`src/rtl/instr_encoder.sv`:
```
// instr_encoder: turns operation/field requests into 32-bit MIPS instruction
// words, tags each with a sequential word address and queues them in a small
// output FIFO with valid/ready handshakes on both sides.
//
// Ports
//   clk, rst_n     clock, asynchronous active-low reset
//   flush          synchronous clear of FIFO and address counter
//   in_valid/in_ready, in_op, in_rs, in_rt, in_rd, in_shamt, in_imm, in_target
//                  request side
//   out_valid/out_ready, out_instr, out_addr
//                  FIFO head (registered)
//   err_illegal    one-cycle pulse after an illegal op is accepted
//   illegal_cnt    saturating count of accepted illegal ops
module instr_encoder #(
  parameter int unsigned DEPTH     = 4,
  parameter logic [31:0] BASE_ADDR = 32'h0000_0000
) (
  input  logic        clk,
  input  logic        rst_n,
  input  logic        flush,
  input  logic        in_valid,
  output logic        in_ready,
  input  logic [4:0]  in_op,
  input  logic [4:0]  in_rs,
  input  logic [4:0]  in_rt,
  input  logic [4:0]  in_rd,
  input  logic [4:0]  in_shamt,
  input  logic [15:0] in_imm,
  input  logic [25:0] in_target,
  output logic        out_valid,
  input  logic        out_ready,
  output logic [31:0] out_instr,
  output logic [31:0] out_addr,
  output logic        err_illegal,
  output logic [7:0]  illegal_cnt
);

  localparam int unsigned PTR_W = $clog2(DEPTH);
  localparam int unsigned CNT_W = PTR_W + 1;

  localparam logic [1:0] K_ILL = 2'd0;
  localparam logic [1:0] K_R   = 2'd1;
  localparam logic [1:0] K_I   = 2'd2;
  localparam logic [1:0] K_J   = 2'd3;

  logic [31:0]      instr_mem [DEPTH];
  logic [31:0]      addr_mem  [DEPTH];
  logic [PTR_W-1:0] rd_ptr, wr_ptr, rd_ptr_nxt;
  logic [CNT_W-1:0] count, count_nxt;
  logic [31:0]      addr_cnt;

  logic [1:0]  kind;
  logic [5:0]  code;
  logic [4:0]  rs_f, rt_f, rd_f, sh_f;
  logic [31:0] enc;
  logic        accept, illegal, push, pop;
  logic [31:0] head_instr_nxt, head_addr_nxt;

  // Opcode / funct lookup and field forcing
  always_comb begin
    kind = K_ILL;
    code = 6'd0;
    case (in_op)
      5'd0:  begin kind = K_R; code = 6'b100000; end // add
      5'd1:  begin kind = K_R; code = 6'b100001; end // addu
      5'd2:  begin kind = K_R; code = 6'b100100; end // and
      5'd3:  begin kind = K_R; code = 6'b001000; end // jr
      5'd4:  begin kind = K_R; code = 6'b100111; end // nor
      5'd5:  begin kind = K_R; code = 6'b100101; end // or
      5'd6:  begin kind = K_R; code = 6'b101010; end // slt
      5'd7:  begin kind = K_R; code = 6'b101011; end // sltu
      5'd8:  begin kind = K_R; code = 6'b000000; end // sll
      5'd9:  begin kind = K_R; code = 6'b000010; end // srl
      5'd10: begin kind = K_R; code = 6'b100010; end // sub
      5'd11: begin kind = K_R; code = 6'b100011; end // subu
      5'd12: begin kind = K_R; code = 6'b000011; end // sra
      5'd13: begin kind = K_J; code = 6'b000010; end // j
      5'd14: begin kind = K_J; code = 6'b000011; end // jal
      5'd15: begin kind = K_I; code = 6'b001000; end // addi
      5'd16: begin kind = K_I; code = 6'b001001; end // addiu
      5'd17: begin kind = K_I; code = 6'b001100; end // andi
      5'd18: begin kind = K_I; code = 6'b000100; end // beq
      5'd19: begin kind = K_I; code = 6'b000101; end // bne
      5'd20: begin kind = K_I; code = 6'b110000; end // ll
      5'd21: begin kind = K_I; code = 6'b001111; end // lui
      5'd22: begin kind = K_I; code = 6'b100011; end // lw
      5'd23: begin kind = K_I; code = 6'b001101; end // ori
      5'd24: begin kind = K_I; code = 6'b001010; end // slti
      5'd25: begin kind = K_I; code = 6'b001011; end // sltiu
      5'd26: begin kind = K_I; code = 6'b101011; end // sw
      default: begin kind = K_ILL; code = 6'd0; end
    endcase

    rs_f = in_rs;
    rt_f = in_rt;
    rd_f = in_rd;
    sh_f = 5'd0;
    // Shifts take shamt and ignore rs
    if (in_op == 5'd8 || in_op == 5'd9 || in_op == 5'd12) begin
      rs_f = 5'd0;
      sh_f = in_shamt;
    end
    if (in_op == 5'd3) begin
      rt_f = 5'd0;
      rd_f = 5'd0;
    end
    if (in_op == 5'd21) rs_f = 5'd0;

    case (kind)
      K_R:     enc = {6'b000000, rs_f, rt_f, rd_f, sh_f, code};
      K_I:     enc = {code, rs_f, rt_f, in_imm};
      K_J:     enc = {code, in_target};
      default: enc = 32'd0;
    endcase
  end

  assign illegal  = (kind == K_ILL);
  assign in_ready = rst_n && !flush && (count < CNT_W'(DEPTH));
  assign accept   = in_valid && in_ready;
  assign push     = accept && !illegal;
  assign pop      = out_valid && out_ready;

  assign rd_ptr_nxt = rd_ptr + PTR_W'(pop);
  assign count_nxt  = count + CNT_W'(push) - CNT_W'(pop);

  // Next head: the word being pushed when the queue drains to it, else storage
  always_comb begin
    head_instr_nxt = instr_mem[rd_ptr_nxt];
    head_addr_nxt  = addr_mem[rd_ptr_nxt];
    if (count == CNT_W'(0) || (count == CNT_W'(1) && pop)) begin
      head_instr_nxt = enc;
      head_addr_nxt  = addr_cnt;
    end
  end

  // FIFO storage (contents are only read once written, so no reset)
  always_ff @(posedge clk) begin
    if (push) begin
      instr_mem[wr_ptr] <= enc;
      addr_mem[wr_ptr]  <= addr_cnt;
    end
  end

  // Pointers, occupancy, address counter and registered head
  always_ff @(posedge clk or negedge rst_n) begin
    if (!rst_n) begin
      rd_ptr      <= '0;
      wr_ptr      <= '0;
      count       <= '0;
      addr_cnt    <= BASE_ADDR;
      out_valid   <= 1'b0;
      out_instr   <= 32'd0;
      out_addr    <= 32'd0;
      err_illegal <= 1'b0;
      illegal_cnt <= 8'd0;
    end else if (flush) begin
      rd_ptr      <= '0;
      wr_ptr      <= '0;
      count       <= '0;
      addr_cnt    <= BASE_ADDR;
      out_valid   <= 1'b0;
      err_illegal <= 1'b0;
    end else begin
      rd_ptr    <= rd_ptr_nxt;
      count     <= count_nxt;
      out_valid <= (count_nxt != CNT_W'(0));
      if (count_nxt != CNT_W'(0)) begin
        out_instr <= head_instr_nxt;
        out_addr  <= head_addr_nxt;
      end
      if (push) begin
        wr_ptr   <= wr_ptr + PTR_W'(1);
        addr_cnt <= addr_cnt + 32'd4;
      end
      err_illegal <= accept && illegal;
      if (accept && illegal && illegal_cnt != 8'hFF)
        illegal_cnt <= illegal_cnt + 8'd1;
    end
  end

endmodule

```
`config.mk`:
```
export PLATFORM = sky130hd
export DESIGN_NAME = instr_encoder
export DESIGN_NICKNAME = d
export VERILOG_FILES = /design/src/rtl/instr_encoder.sv
export SDC_FILE = /design/constraint.sdc
export NUM_CORES = 1
export LEC_CHECK = 0
export CORE_MARGIN = 3
export CORE_UTILIZATION = 60
export CTS_CLUSTER_DIAMETER = 150
export DETAILED_ROUTE_END_ITERATION = 10
export PLACE_DENSITY = 0.88
export SYNTH_ARGS = -nofsm -noshare
export SYNTH_HDL_FRONTEND = slang
export SYNTH_SLANG_ARGS = --single-unit
```
`constraint.sdc`:
```
create_clock -name clk -period 10.3 [get_ports clk]
set_clock_uncertainty 0.15 [all_clocks]
set_input_delay 1.03 -clock clk [delete_from_list [all_inputs] [get_ports clk]]
set_output_delay 1.03 -clock clk [all_outputs]
set_load 0.005 [all_outputs]
```
== Word-level counts from Yosys, hierarchy flattened ==
Memory sizes are Yosys's and may differ from the RTL's.
Cells that the tools add are included.
Operators by class
  bitwise logic cells: 1
  muxes and demuxes: 18
  $add $sub $neg: 6
  reduce and logical (&&, ||, !) cells: 19
  magnitude comparators: 1
  equal/unequal tests: 10
Operator list (count)
  $mux 32: 4
  $pmux 32 s3: 1
  $add 32x3->32 const B: 1
  $mux 5: 5
  $eq 5x4->1 const B: 3
  $add 8x1->8 const B: 1
  $logic_and 1x1->1: 8
  $ne 8x8->1 const B: 1
  $mux 2: 3
  $eq 5x2->1 const B: 1
  $eq 5x5->1 const B: 1
  $eq 2x2->1 const B: 2
  $mux 1: 4
  $reduce_and 2->1: 2
  $add 3x1->3: 1
  $eq 3x1->1 const B: 1
  $logic_not 3->1: 1
  $logic_or 1x1->1: 3
  $lt 3x3->1 const B: 1
  $mux 3: 1
  $reduce_bool 3->1: 1
  $sub 3x1->3: 1
  $add 2x1->2: 1
  $add 2x1->2 const B: 1
  5 further kinds: 6
Word-level totals
  memory bits (read-only): 256
  output and inout bits: 75
  memories: 3
  bits in registers: 113
  input port bits: 72
  memory bits (writable): 256
Memories
  (name not given): words 32, width 8, rd ports 1, clocked after Yosys merged registers in 0, wr ports 0, RTL line 63  | case (in_op)
  addr_mem: words 4, width 32, rd ports 1, clocked after Yosys merged registers in 0, wr ports 1, RTL line 47  | logic [31:0] addr_mem [DEPTH];
  instr_mem: words 4, width 32, rd ports 1, clocked after Yosys merged registers in 0, wr ports 1, RTL line 46  | logic [31:0] instr_mem [DEPTH];

== Depth between registers and ports, before layout ==
Gate-level depths: netlist (run 1).
  word-level depth: 9
  depth in mapped cells: 20

== Least setup slack after synthesis (run 1) ==
No wires, ideal clock.
  path kind: input to register
  start point: input in_op[0]
  end point: register out_instr[16]
  setup time: 0.119 ns
  required time: 10.031 ns
  stages on the path: 19
  path slack: 5.886 ns
  arrival: 4.145 ns
  path through: inv_1 -> ha_1 -> buf_2 -> a21oi_1 -> o211a_1 -> buf_4 -> inv_2 -> buf_2 -> ha_1 -> inv_1 -> ha_1 -> inv_1 -> fa_1 -> xor3_1 -> nor3b_2 -> nor2_1 -> buf_2 -> buf_2 -> o21a_1
On the way
  word-level cells in the longest chain between the ends: 8
  elaborated cells between the ends (all ways): 15
RTL lines
  start, declared: RTL line 23  | input logic [4:0] in_op,
  $mem_v2 32x8
  $logic_not 2->1: RTL line 117  | assign illegal = (kind == K_ILL);
  $logic_not 1->1: RTL line 120  | assign push = accept && !illegal;
  $logic_and 1x1->1: RTL line 120
  $add 3x1->3: RTL line 124  | assign count_nxt = count + CNT_W'(push) - CNT_W'(pop);
  $sub 3x1->3: RTL line 124
  $reduce_bool 3->1: RTL line 167  | if (count_nxt != CNT_W'(0)) begin
  $reduce_and 2->1 (no source line)
  end signal, assigned: RTL line 168  | out_instr <= head_instr_nxt;
  end, declared: RTL line 32  | output logic [31:0] out_instr,
Several ways; a longest one is shown, not always the timed one.
A chain may end at the register's enable or synchronous reset.

== Worst setup path after layout (run 1) ==
  start point: input in_op[1]
  end point: register out_instr[31]
On the way
  word-level cells in the longest chain between the ends: 8
  elaborated cells between the ends (all ways): 13
RTL lines (RTL line)
  $mem_v2 32x8 (*)
  $logic_not 2->1: 117
  $logic_not 1->1: 120
  $logic_and 1x1->1: 120
  $add 3x1->3: 124
  $sub 3x1->3: 124
  $reduce_bool 3->1: 167
  $reduce_and 2->1 (no source line)
Every way passes the cells marked *; elsewhere a longest branch is shown, timed or not.

==> flow_summary_export.csv, run 1 <==
group,metric,value,unit
status,outcome,"complete, no violations",
power_and_ir_drop,p_total,0.00445,W
timing,post-route-period-util,61.5,%
clock_network,ctsResizeCount,0,
clock_network,cts_max_path_buffers,3,
critical_path,timing.reg2reg.setup_slack,5.08,ns
clock_network,holdBufCountCts,0,
power_and_ir_drop,power.density,245,mW/mm^2
synthesis,avgSynthCellArea,14.7,um^2
routing,drc,0,
cells_and_area,syn_to_final_growth,19.1,%
die,start_util,61.9,%
timing,relSlewSlack,28.7,%
routing,wl,34800,um
critical_path,cp_data_arrival_time,6.59,ns
power_and_ir_drop,pwr-share-clk,30.6,%
power_and_ir_drop,swShare,29.3,%
timing,tns,0,ns
grt,overflow,0,
critical_path,cp_max_fo,66,
die,io_pins,147,
power_and_ir_drop,p_int,0.00315,W
die,die_h,165,um
grt,grt_util_all_layers,26.4,%
cells_and_area,fill_cells,1444,
place,globalplace.congestion,0.845,
power_and_ir_drop,seqPwrFrac,40.6,%
clock_network,cts_tree,"yes",
grt,grt_first_pass_wirelength,55300,um
routing,routed_via_density,6.30,
clock_network,cts_root_buffer,"clkbuf_16",
critical_path,cp_slowest_stage_delay,0.81,ns
synthesis,synth_cell_types,75,
critical_path,critPathRequiredTime,10.56,ns
power_and_ir_drop,peakVddDrop,0.000181,V
synthesis,synth_edf_count,248,
clock_network,cts_setup_buffers,0,
cells_and_area,nNetsFinal,1260,
synthesis,yosys_warnings,0,
timing,final-hold-violation-count,0,
hold_path,min_path_cells,1,
critical_path,start_kind,"input port",
place,hpwl,20600,um
die,core_region_area,0.0247,mm^2
synthesis,synth_seq_area_share,66.7,%
timing,worst_pin_slew,1.07,ns
critical_path,r2r-start,"count[2]$_DFF_PN0_",
critical_path,reg2regPathDepth,14,
critical_path,critPathKind,"input port to flop",
routing,drtAntennaViolNets,0,
hold_path,hp-class,"flop to flop",
routing,post_drt_wl_per_cell,22.9,um
hold_path,hold_end,"out_instr[17]$_DFFE_PN0P_",
hold_path,hold_start,"out_instr[17]$_DFFE_PN0P_",
clock_network,cts_sinks,357,
die,die_x,165,um
synthesis,synthFlopType,"edfxtp_1",
power_and_ir_drop,p_sw,0.00130,W
place,io_buffers,144,
timing,rsz0062_at_grt,"false",
clock_network,cts_made_buffers,36,
synthesis,syn_area,0.0153,mm^2
grt,grt_pass1_vias,9964,
run,maxCapViolations,0,
routing,drtIter0Drc,913,
power_and_ir_drop,cellLeakagePower,6.47,nW
grt,grt_start_max_net_pins,69,
clock_network,clk-insertion-delay-late,0.51,ns
critical_path,path_cells,"clkdlybuf4s50_1 -> inv_1 -> ha_1 -> a21oi_1 -> o211a_1 -> inv_2 -> ha_1 -> inv_1 -> ha_1 -> inv_1 -> fa_1 -> xor3_1 -> nor3b_2 -> nor2_4 -> buf_4 -> o311ai_0 -> o21a_1",
synthesis,syn_inst,1039,
critical_path,worst_r2r_endpoint,"out_instr[31]$_DFFE_PN0P_",
cells_and_area,final_cell_mix,"248 x edfxtp_1, 143 x clkdlybuf4s50_1, 114 x nand2_1",
die,dieArea,0.0274,mm^2
die,num_rows,57,
critical_path,crit_slowest_cell,"nor2_4",
routing,dr.pass1.iters,5,
synthesis,async_flop_share,30.5,%
synthesis,synth_seq_cells,357,
cells_and_area,drive_gt1_share,13.2,%
critical_path,critical_path.startpoint,"in_op[1]",
timing,timing.fmax,158,MHz
power_and_ir_drop,power_frac_comb,28.7,%
timing,final-max-slew-violation-count,0,
cells_and_area,layout_commonest_cell,"edfxtp_1",
grt,grt_antenna_before_repair,0,
cells_and_area,antenna_cells,0,
timing,finalSetupViolations,0,
clock_network,htree_levels,2,
routing,vias,9576,
critical_path,end_kind,"flop",
timing,period_needed,6.34,ns
clock_network,path_clk_slew,0.06,ns
-- cell type report --
cell class	count	area, um^2	share of cell area (%)
clock buffers	53	1050	5.75
clock inverters	11	191	1.05
inverters	24	90.1	0.496
multi-input cells	593	4720	26.0
flip-flops and latches	357	10200	56.0
well taps	324	405	2.23
repair buffers	158	1540	8.49
-- power groups by stage --
stage / registers (W) / logic, W / clock network (W)
final: 0.00181 / 0.00128 / 0.00136
after global routing: 0.00182 / 0.00139 / 0.00143
after CTS: 0.00181 / 0.00129 / 0.00137
after detailed placement: 0.00183 / 0.00126 / 0
after global placement: 0.00183 / 0.00122 / 0
after floorplan: 0.00181 / 0.000754 / 0
-- registers in the layout, summed over array words and instances (netlist names) --
register     cells
err_illegal      1
out_valid        1
instr_mem      128
addr_cnt        30
addr_mem       120
illegal_cnt      8
count            3
out_instr       32
out_addr        30
wr_ptr           2
rd_ptr           2
-- kinds of logic after synthesis --
group / Yosys count / synth area share [%]
adder cells (fa/ha/maj): 18 / 1.52
other: 1 / 0.0246
AO/OA/AOI/OAI: 151 / 6.84
AND/OR/NAND/NOR: 302 / 9.39
multiplexers: 89 / 10.9
flip-flops: 357 / 66.7
buffers and inverters: 90 / 2.74
XOR/XNOR: 31 / 1.88
-- per-layer routing --
metal  track usage [%]  up-vias  part of all wire [%]
li1                  -     4191                     -
met1              35.9     4817                    39
met2              44.3      484                    50
met3              4.22       84                   7.8
met5                 0        -                     0
met4              8.81        0                   2.7
-- worst max-delay path by stage --
stage / depth (start not counted) / end
detailed placement: 17 / out_instr[31]$_DFFE_PN0P_
global placement: 16 / out_instr[31]$_DFFE_PN0P_
floorplan: 19 / out_instr[16]$_DFFE_PN0P_
finish: 17 / out_instr[31]$_DFFE_PN0P_
global route: 17 / out_instr[26]$_DFFE_PN0P_
CTS: 17 / out_instr[31]$_DFFE_PN0P_
-- worst max-delay path: cells and delay by family --
kind | cells | cell delay [ns]
buf+inv | 6 | 1.88
simple gates | 2 | 0.94
compound gates | 4 | 1.28
fa+ha+maj | 4 | 1.16
xor+xnor | 1 | 0.26
-- stage by stage --
step	cell area (um^2)	setup WS [ns]	hold WS [ns]	cells	utilization, %
6_report	18200	3.96	0.348	1520	73.7
5_1_grt	18200	3.57	0.376	1520	73.7
4_1_cts	18200	4.04	0.351	1520	73.7
3_5_place_dp	16900	3.55	0.333	1456	68.6
3_3_place_gp	16900	3.78	0.324	1456	68.6
2_1_floorplan	15300	5.89	0.331	1040	-
-- cells in the mapped netlist, drive strengths merged (13+ instances only) --
master / n / share of area (%)
o21ai: 13 / 0.43
nor2: 86 / 2.1
buf: 37 / 1.4
edfxtp: 248 / 49
clkbuf: 29 / 0.79
a31oi: 43 / 1.8
ha: 17 / 1.4
inv: 24 / 0.59
mux4: 62 / 9.1
dfrtp: 109 / 18
a21oi: 24 / 0.79
nand2: 114 / 2.8
nand3: 13 / 0.54
xnor2: 20 / 1.1
mux2i: 24 / 1.6
No activity file was read; power rests on OpenSTA's default activity.
==> run 2, diff against run 1 <==
--- a/config.mk
+++ b/config.mk
@@ -6,10 +6,10 @@
 export NUM_CORES = 1
 export LEC_CHECK = 0
 export CORE_MARGIN = 3
-export CORE_UTILIZATION = 60
+export CORE_UTILIZATION = 52
 export CTS_CLUSTER_DIAMETER = 150
 export DETAILED_ROUTE_END_ITERATION = 10
-export PLACE_DENSITY = 0.88
+export PLACE_DENSITY = 0.81
 export SYNTH_ARGS = -nofsm -noshare
 export SYNTH_HDL_FRONTEND = slang
 export SYNTH_SLANG_ARGS = --single-unit
==> constraint.sdc (replaced) <==
create_clock -name clk -period 5.2 [get_ports clk]
set_clock_uncertainty 0.15 [all_clocks]
set_input_delay 0.52 -clock clk [delete_from_list [all_inputs] [get_ports clk]]
set_output_delay 0.52 -clock clk [all_outputs]
set_load 0.005 [all_outputs]
==> run 2 against run 1 <==
Compared with the run above:
- non-clock buffer count is 12 higher
- final cell count is 4.9% higher
- wire length is 2.3% lower
- first-iteration DRC count is 14% lower
- largest cell class unchanged
- highest routed layer unchanged
==> flow_summary_export.csv, run 2 (same netlist as run 1, synthesis figures left out) <==
group,metric,value,unit
status,outcome,"complete, no violations",
grt,grt_antenna_before_repair,0,
grt,grt_pass1_vias,9674,
clock_network,cts_root_buffer,"clkbuf_16",
critical_path,critPathKind,"input port to flop",
cells_and_area,syn_to_final_growth,19.7,%
cells_and_area,regArea,0.0102,mm^2
grt,met3_usage,4.00,%
routing,post_drt_wl_per_cell,21.3,um
routing,wl,34000,um
clock_network,cts_max_path_buffers,3,
die,num_rows,62,
clock_network,holdBufCountCts,0,
cells_and_area,multiInputGateArea,0.00473,mm^2
hold_path,hp-class,"input port to asynchronous set/reset pin",
routing,drc,0,
die,die_x,177,um
die,die_h,177,um
power_and_ir_drop,p_total,0.00859,W
routing,vias,9357,
cells_and_area,drive_gt1_share,14.0,%
die,io_pins,147,
place,hpwl,21100,um
critical_path,start_kind,"input port",
critical_path,end_kind,"flop",
routing,drtIter0Drc,788,
clock_network,cts_sinks,357,
cells_and_area,fill_cells,2013,
grt,use_met1,30.1,%
cells_and_area,antenna_cells,0,
timing,final-max-slew-violation-count,0,
grt,grt_first_pass_wirelength,54300,um
clock_network,cts_tree,"yes",
die,start_util,53.0,%
grt,met2_usage,37.4,%
clock_network,ctsResizeCount,0,
clock_network,path_clk_slew,0.06,ns
timing,post-route-worst-setup-slack,1.01,ns
critical_path,cp_max_fo,45,
critical_path,critPathRequiredTime,5.42,ns
cells_and_area,reg_top3,"instr_mem (128), addr_mem (120), out_instr (32)",
timing,worst_pin_slew,1.09,ns
routing,drtAntennaViolNets,0,
cells_and_area,final_cell_mix,"248 x edfxtp_1, 143 x clkdlybuf4s50_1, 114 x nand2_1",
power_and_ir_drop,power.density,470,mW/mm^2
timing,period_needed,4.19,ns
clock_network,htree_levels,2,
place,dp_slack,0.549,ns
grt,grt-busiest-layer,"met2",
cells_and_area,layout_commonest_cell,"edfxtp_1",
place,io_buffers,144,
timing,final-hold-violation-count,0,
cells_and_area,nNetsFinal,1272,
clock_network,cts_setup_buffers,0,
cells_and_area,top_register,"instr_mem",
power_and_ir_drop,peakVddDrop,0.000309,V
critical_path,cp_data_arrival_time,4.41,ns
clock_network,cts_made_buffers,36,
timing,finalSetupViolations,0,
timing,tns,0,ns
timing,relSlewSlack,26.9,%
die,core_region_area,0.0288,mm^2
place,globalplace.congestion,0.857,
grt,grt_start_max_net_pins,70,
routing,dr.pass1.iters,5,
timing,rsz0062_at_grt,"false",
routing,routed_via_density,5.87,
die,dieArea,0.0314,mm^2
clock_network,clk-insertion-delay-late,0.52,ns
timing,timing.fmax,238,MHz
grt,grt_util_all_layers,22.2,%
timing,post-route-period-util,80.7,%
run,maxCapViolations,0,
cells_and_area,largest_reg_flops,128,
grt,overflow,0,
power_and_ir_drop,cellLeakagePower,6.49,nW
==> run 2: changes by cell type in the layout (fill, tap and decap cells not counted) <==
cell and change:
a31oi_4 +1, clkinv_8 -1, buf_4 +10, a31oi_2 -1
inv_8 +1, clkinvlp_4 +1, clkinv_2 +3, inv_6 +2
buf_12 +2, bufinv_16 -4, clkinv_1 +2, clkbuf_8 -2
==> run 2: where the power goes <==
group	leakage, nW	switching (W)	internal, W
clock network	0.552	0.00103	0.00143
registers	3.72	0.000211	0.00337
logic	2.22	0.00129	0.00126
==> run 2: path summary, 6_finish.rpt <==
kind                                           start                        end  slack [ns]  depth (start not counted)
min reg2reg                out_instr[16]$_DFFE_PN0P_  out_instr[16]$_DFFE_PN0P_        0.35                          1
min                                            rst_n  out_instr[18]$_DFFE_PN0P_       0.005                          2
max                                         in_op[1]   out_addr[12]$_DFFE_PN0P_        1.01                         17
min in group clk           out_instr[16]$_DFFE_PN0P_  out_instr[16]$_DFFE_PN0P_        0.35                          1
max reg2reg                       count[2]$_DFF_PN0_   out_addr[12]$_DFFE_PN0P_        1.53                         14
max in group asynchronous                      rst_n  out_instr[30]$_DFFE_PN0P_        3.53                          3
==> run 2: per-layer routing <==
layer / up-vias / share of wire, % / wire (um)
li1: 4215 / - / -
met1: 4730 / 40 / 13700
met2: 347 / 50 / 17200
met3: 65 / 6.8 / 2320
met4: 0 / 2.2 / 760
met5: - / 0 / 0
==> run 2: layout make-up <==
type | count | share of cell area (%)
clock inverters | 15 | 0.623
well taps | 384 | 2.63
flip-flops and latches | 357 | 55.7
clock buffers | 51 | 5.57
inverters | 24 | 0.493
repair buffers | 170 | 9.08
multi-input cells | 593 | 25.9
==> run 2: metrics by stage <==
step / std cells / hold WS, ns / util (%) / area (um^2)
after global routing: 1594 / 0.0376 / 63.5 / 18300
after CTS: 1594 / 0.0272 / 63.5 / 18300
after global placement: 1528 / 0.327 / 59.5 / 17100
final: 1594 / 0.00462 / 63.5 / 18300
after floorplan: 1040 / 0.0744 / - / 15300
after detailed placement: 1528 / 0.341 / 59.5 / 17100
==> run 2: worst max-delay path, cell delays in order <==
cell             delay, ns
clkdlybuf4s50_1       0.64
inv_1                 0.17
ha_1                  0.32
a21oi_1               0.22
o211a_1               0.20
inv_2                 0.05
ha_1                  0.28
inv_1                 0.07
ha_1                  0.14
inv_1                 0.05
fa_1                  0.37
xor3_1                0.22
nor3b_2               0.52
nor2_4                0.07
buf_4                 0.29
nor2_1                0.19
a31oi_1               0.07
==> run 3, diff against run 2 <==
--- a/config.mk
+++ b/config.mk
@@ -6,10 +6,10 @@
 export NUM_CORES = 1
 export LEC_CHECK = 0
 export CORE_MARGIN = 3
-export CORE_UTILIZATION = 52
+export CORE_UTILIZATION = 57
 export CTS_CLUSTER_DIAMETER = 150
 export DETAILED_ROUTE_END_ITERATION = 10
-export PLACE_DENSITY = 0.81
+export PLACE_DENSITY = 0.85
 export SYNTH_ARGS = -nofsm -noshare
 export SYNTH_HDL_FRONTEND = slang
 export SYNTH_SLANG_ARGS = --single-unit
==> constraint.sdc (replaced) <==
create_clock -name clk -period 4 [get_ports clk]
set_clock_uncertainty 0.15 [all_clocks]
set_input_delay 0.4 -clock clk [delete_from_list [all_inputs] [get_ports clk]]
set_output_delay 0.4 -clock clk [all_outputs]
set_load 0.005 [all_outputs]
==> run 3 against run 2 <==
Compared with the run above:
- hold slack improved by 0.34 ns
- clock power rose by 38%
- clock-buffer cell count fell by 2
- total power rose by 34%
- register-to-register slack got worse by 1.0 ns
- wire length rose by 2.5%
- via count rose by 2.6%
- critical path depth fell by 3
- die area fell by 8.5%
- highest routed layer unchanged
==> flow_summary_export.csv, run 3 (same netlist as run 1, synthesis figures left out) <==
group,metric,value,unit
grt,grt_start_max_net_pins,62,
cells_and_area,largest_reg_flops,128,
clock_network,cts_setup_buffers,0,
grt,overflow,0,
critical_path,cp_data_arrival_time,3.78,ns
grt,grt_first_pass_wirelength,55800,um
timing,tns,0,ns
die,dieArea,0.0288,mm^2
power_and_ir_drop,p_int,0.00818,W
power_and_ir_drop,power_frac_comb,30.3,%
grt,grt_util_all_layers,24.8,%
routing,wl_met1,13600,um
routing,wl,34800,um
timing,fin_hold_ws,0.344,ns
power_and_ir_drop,p_sw,0.00336,W
power_and_ir_drop,cellLeakagePower,6.63,nW
routing,wl_met2,17500,um
die,num_rows,59,
grt,grt_antenna_before_repair,0,
routing,post_drt_wl_per_cell,22.3,um
critical_path,start_kind,"flop",
critical_path,critPathRequiredTime,4.27,ns
die,start_util,58.2,%
timing,worst_pin_slew,0.875,ns
cells_and_area,fill_cells,1624,
clock_network,htree_levels,2,
cells_and_area,syn_to_final_growth,21.2,%
routing,vias,9602,
cells_and_area,top_register,"instr_mem",
die,die_x,170,um
power_and_ir_drop,p_total,0.0115,W
timing,finalSetupViolations,0,
cells_and_area,drive_gt1_share,15.3,%
cells_and_area,layout_commonest_cell,"edfxtp_1",
clock_network,cts_made_buffers,36,
clock_network,cts_tree,"yes",
clock_network,cts_sinks,357,
routing,drtIter0Drc,972,
routing,routed_via_density,6.16,
place,globalplace.congestion,0.852,
critical_path,cp_max_fo,8,
timing,final-hold-violation-count,0,
cells_and_area,nNetsFinal,1288,
clock_network,path_clk_slew,0.06,ns
critical_path,r2r-start,"count[2]$_DFF_PN0_",
power_and_ir_drop,pwr-share-clk,29.4,%
hold_path,hold_end,"out_instr[17]$_DFFE_PN0P_",
routing,drtAntennaViolNets,0,
routing,dr.pass1.iters,6,
critical_path,worst_r2r_endpoint,"out_instr[24]$_DFFE_PN0P_",
clock_network,cts_max_path_buffers,3,
power_and_ir_drop,peakVddDrop,0.000461,V
critical_path,critPathKind,"flop to flop",
power_and_ir_drop,seqPwrFrac,40.3,%
cells_and_area,reg_top3,"instr_mem (128), addr_mem (120), out_instr (32)",
clock_network,clk-insertion-delay-late,0.51,ns
die,io_pins,147,
grt,grt_pass1_vias,10057,
power_and_ir_drop,swShare,29.1,%
routing,drc,0,
timing,period_needed,3.51,ns
timing,timing.fmax,285,MHz
timing,final-max-slew-violation-count,0,
routing,routed.top_layer,"met4",
place,hpwl,21400,um
die,die_h,170,um
critical_path,reg2regPathDepth,14,
timing,relSlewSlack,41.7,%
hold_path,hold_start,"out_instr[17]$_DFFE_PN0P_",
clock_network,cts_root_buffer,"clkbuf_16",
power_and_ir_drop,power.density,624,mW/mm^2
critical_path,timing.reg2reg.setup_slack,0.49,ns
routing,wl_met3,2600,um
hold_path,min_path_cells,1,
timing,post-route-period-util,87.7,%
timing,rsz0062_at_grt,"false",
die,core_region_area,0.0262,mm^2
hold_path,hp-class,"flop to flop",
place,io_buffers,144,
cells_and_area,final_cell_mix,"248 x edfxtp_1, 143 x clkdlybuf4s50_1, 114 x nand2_1",
cells_and_area,antenna_cells,0,
status,outcome,"complete, no violations",
critical_path,end_kind,"flop",
run,maxCapViolations,0,
run 3: cell count changes in the layout (fill, tap and decap cells not counted), moves of 2 or more:
cell | before | now
bufinv_16 | 1 | 4
buf_12 | 2 | 11
inv_6 | 2 | 0
clkbuf_8 | 4 | 6
buf_4 | 25 | 31
clkbuf_1 | 10 | 6
run 3: final cells by class:
| type | instances | area [um^2] | share of cell area (%) |
|---|---|---|---|
| clock inverter | 14 | 169 | 0.913 |
| sequential | 357 | 10200 | 55.0 |
| inverter | 24 | 90.1 | 0.487 |
| tap | 335 | 419 | 2.27 |
| clock buffer | 49 | 1030 | 5.57 |
| timing repair buffer | 186 | 1890 | 10.2 |
| multi-input combinational | 593 | 4720 | 25.5 |
run 3: repair_timing:
item                                   in CTS  in global routing
hold buffers                                1                  0
resized for setup                           0                  0
endpoints found under the hold margin      48                  0
run 3: worst max-delay path: stages, from the launching register on:
cell      delay, ns
dfrtp_1        0.46
and4bb_1       0.38
o211a_1        0.24
inv_2          0.06
ha_1           0.28
inv_1          0.07
ha_1           0.14
inv_1          0.05
fa_1           0.37
xor3_1         0.25
nor3b_2        0.08
buf_4          0.16
or3_1          0.37
buf_4          0.17
o211ai_1       0.18
run 3: worst max path at each step:
stage / startpoint / to / slack (ns) / cells after the start
after detailed placement: in_op[1] / out_instr[24]$_DFFE_PN0P_ / 0.0006 / 17
after floorplan: in_op[0] / out_instr[16]$_DFFE_PN0P_ / 0.22 / 19
after CTS: count[2]$_DFF_PN0_ / out_instr[24]$_DFFE_PN0P_ / 0.50 / 14
final: count[2]$_DFF_PN0_ / out_instr[24]$_DFFE_PN0P_ / 0.49 / 14
after global placement: in_op[1] / out_instr[24]$_DFFE_PN0P_ / 0.18 / 17
after global routing: in_op[1] / out_instr[24]$_DFFE_PN0P_ / 0.30 / 18
run 3: routing by layer:
metal / global-route usage, % / up-vias
li1: - / 4241
met1: 33.9 / 4832
met2: 41.2 / 447
met3: 4.29 / 82
met4: 8.57 / 0
met5: 0 / -
run 3: power groups by stage:
stage	registers [W]	clock network, W	logic [W]
6_report	0.00465	0.00340	0.00350
5_1_grt	0.00469	0.00359	0.00383
3_5_place_dp	0.00472	0	0.00349
4_1_cts	0.00465	0.00344	0.00353
2_1_floorplan	0.00467	0	0.00194
3_3_place_gp	0.00471	0	0.00336
run 3: stage by stage:
stage	setup WS, ns	std cells	utilization, %	cell area, um^2
after floorplan	0.216	1040	-	15300
after global placement	0.175	1494	66.0	17300
after detailed placement	0.000568	1494	66.0	17300
after CTS	0.502	1558	70.6	18500
after global routing	0.303	1558	70.6	18500
final	0.492	1558	70.6	18500
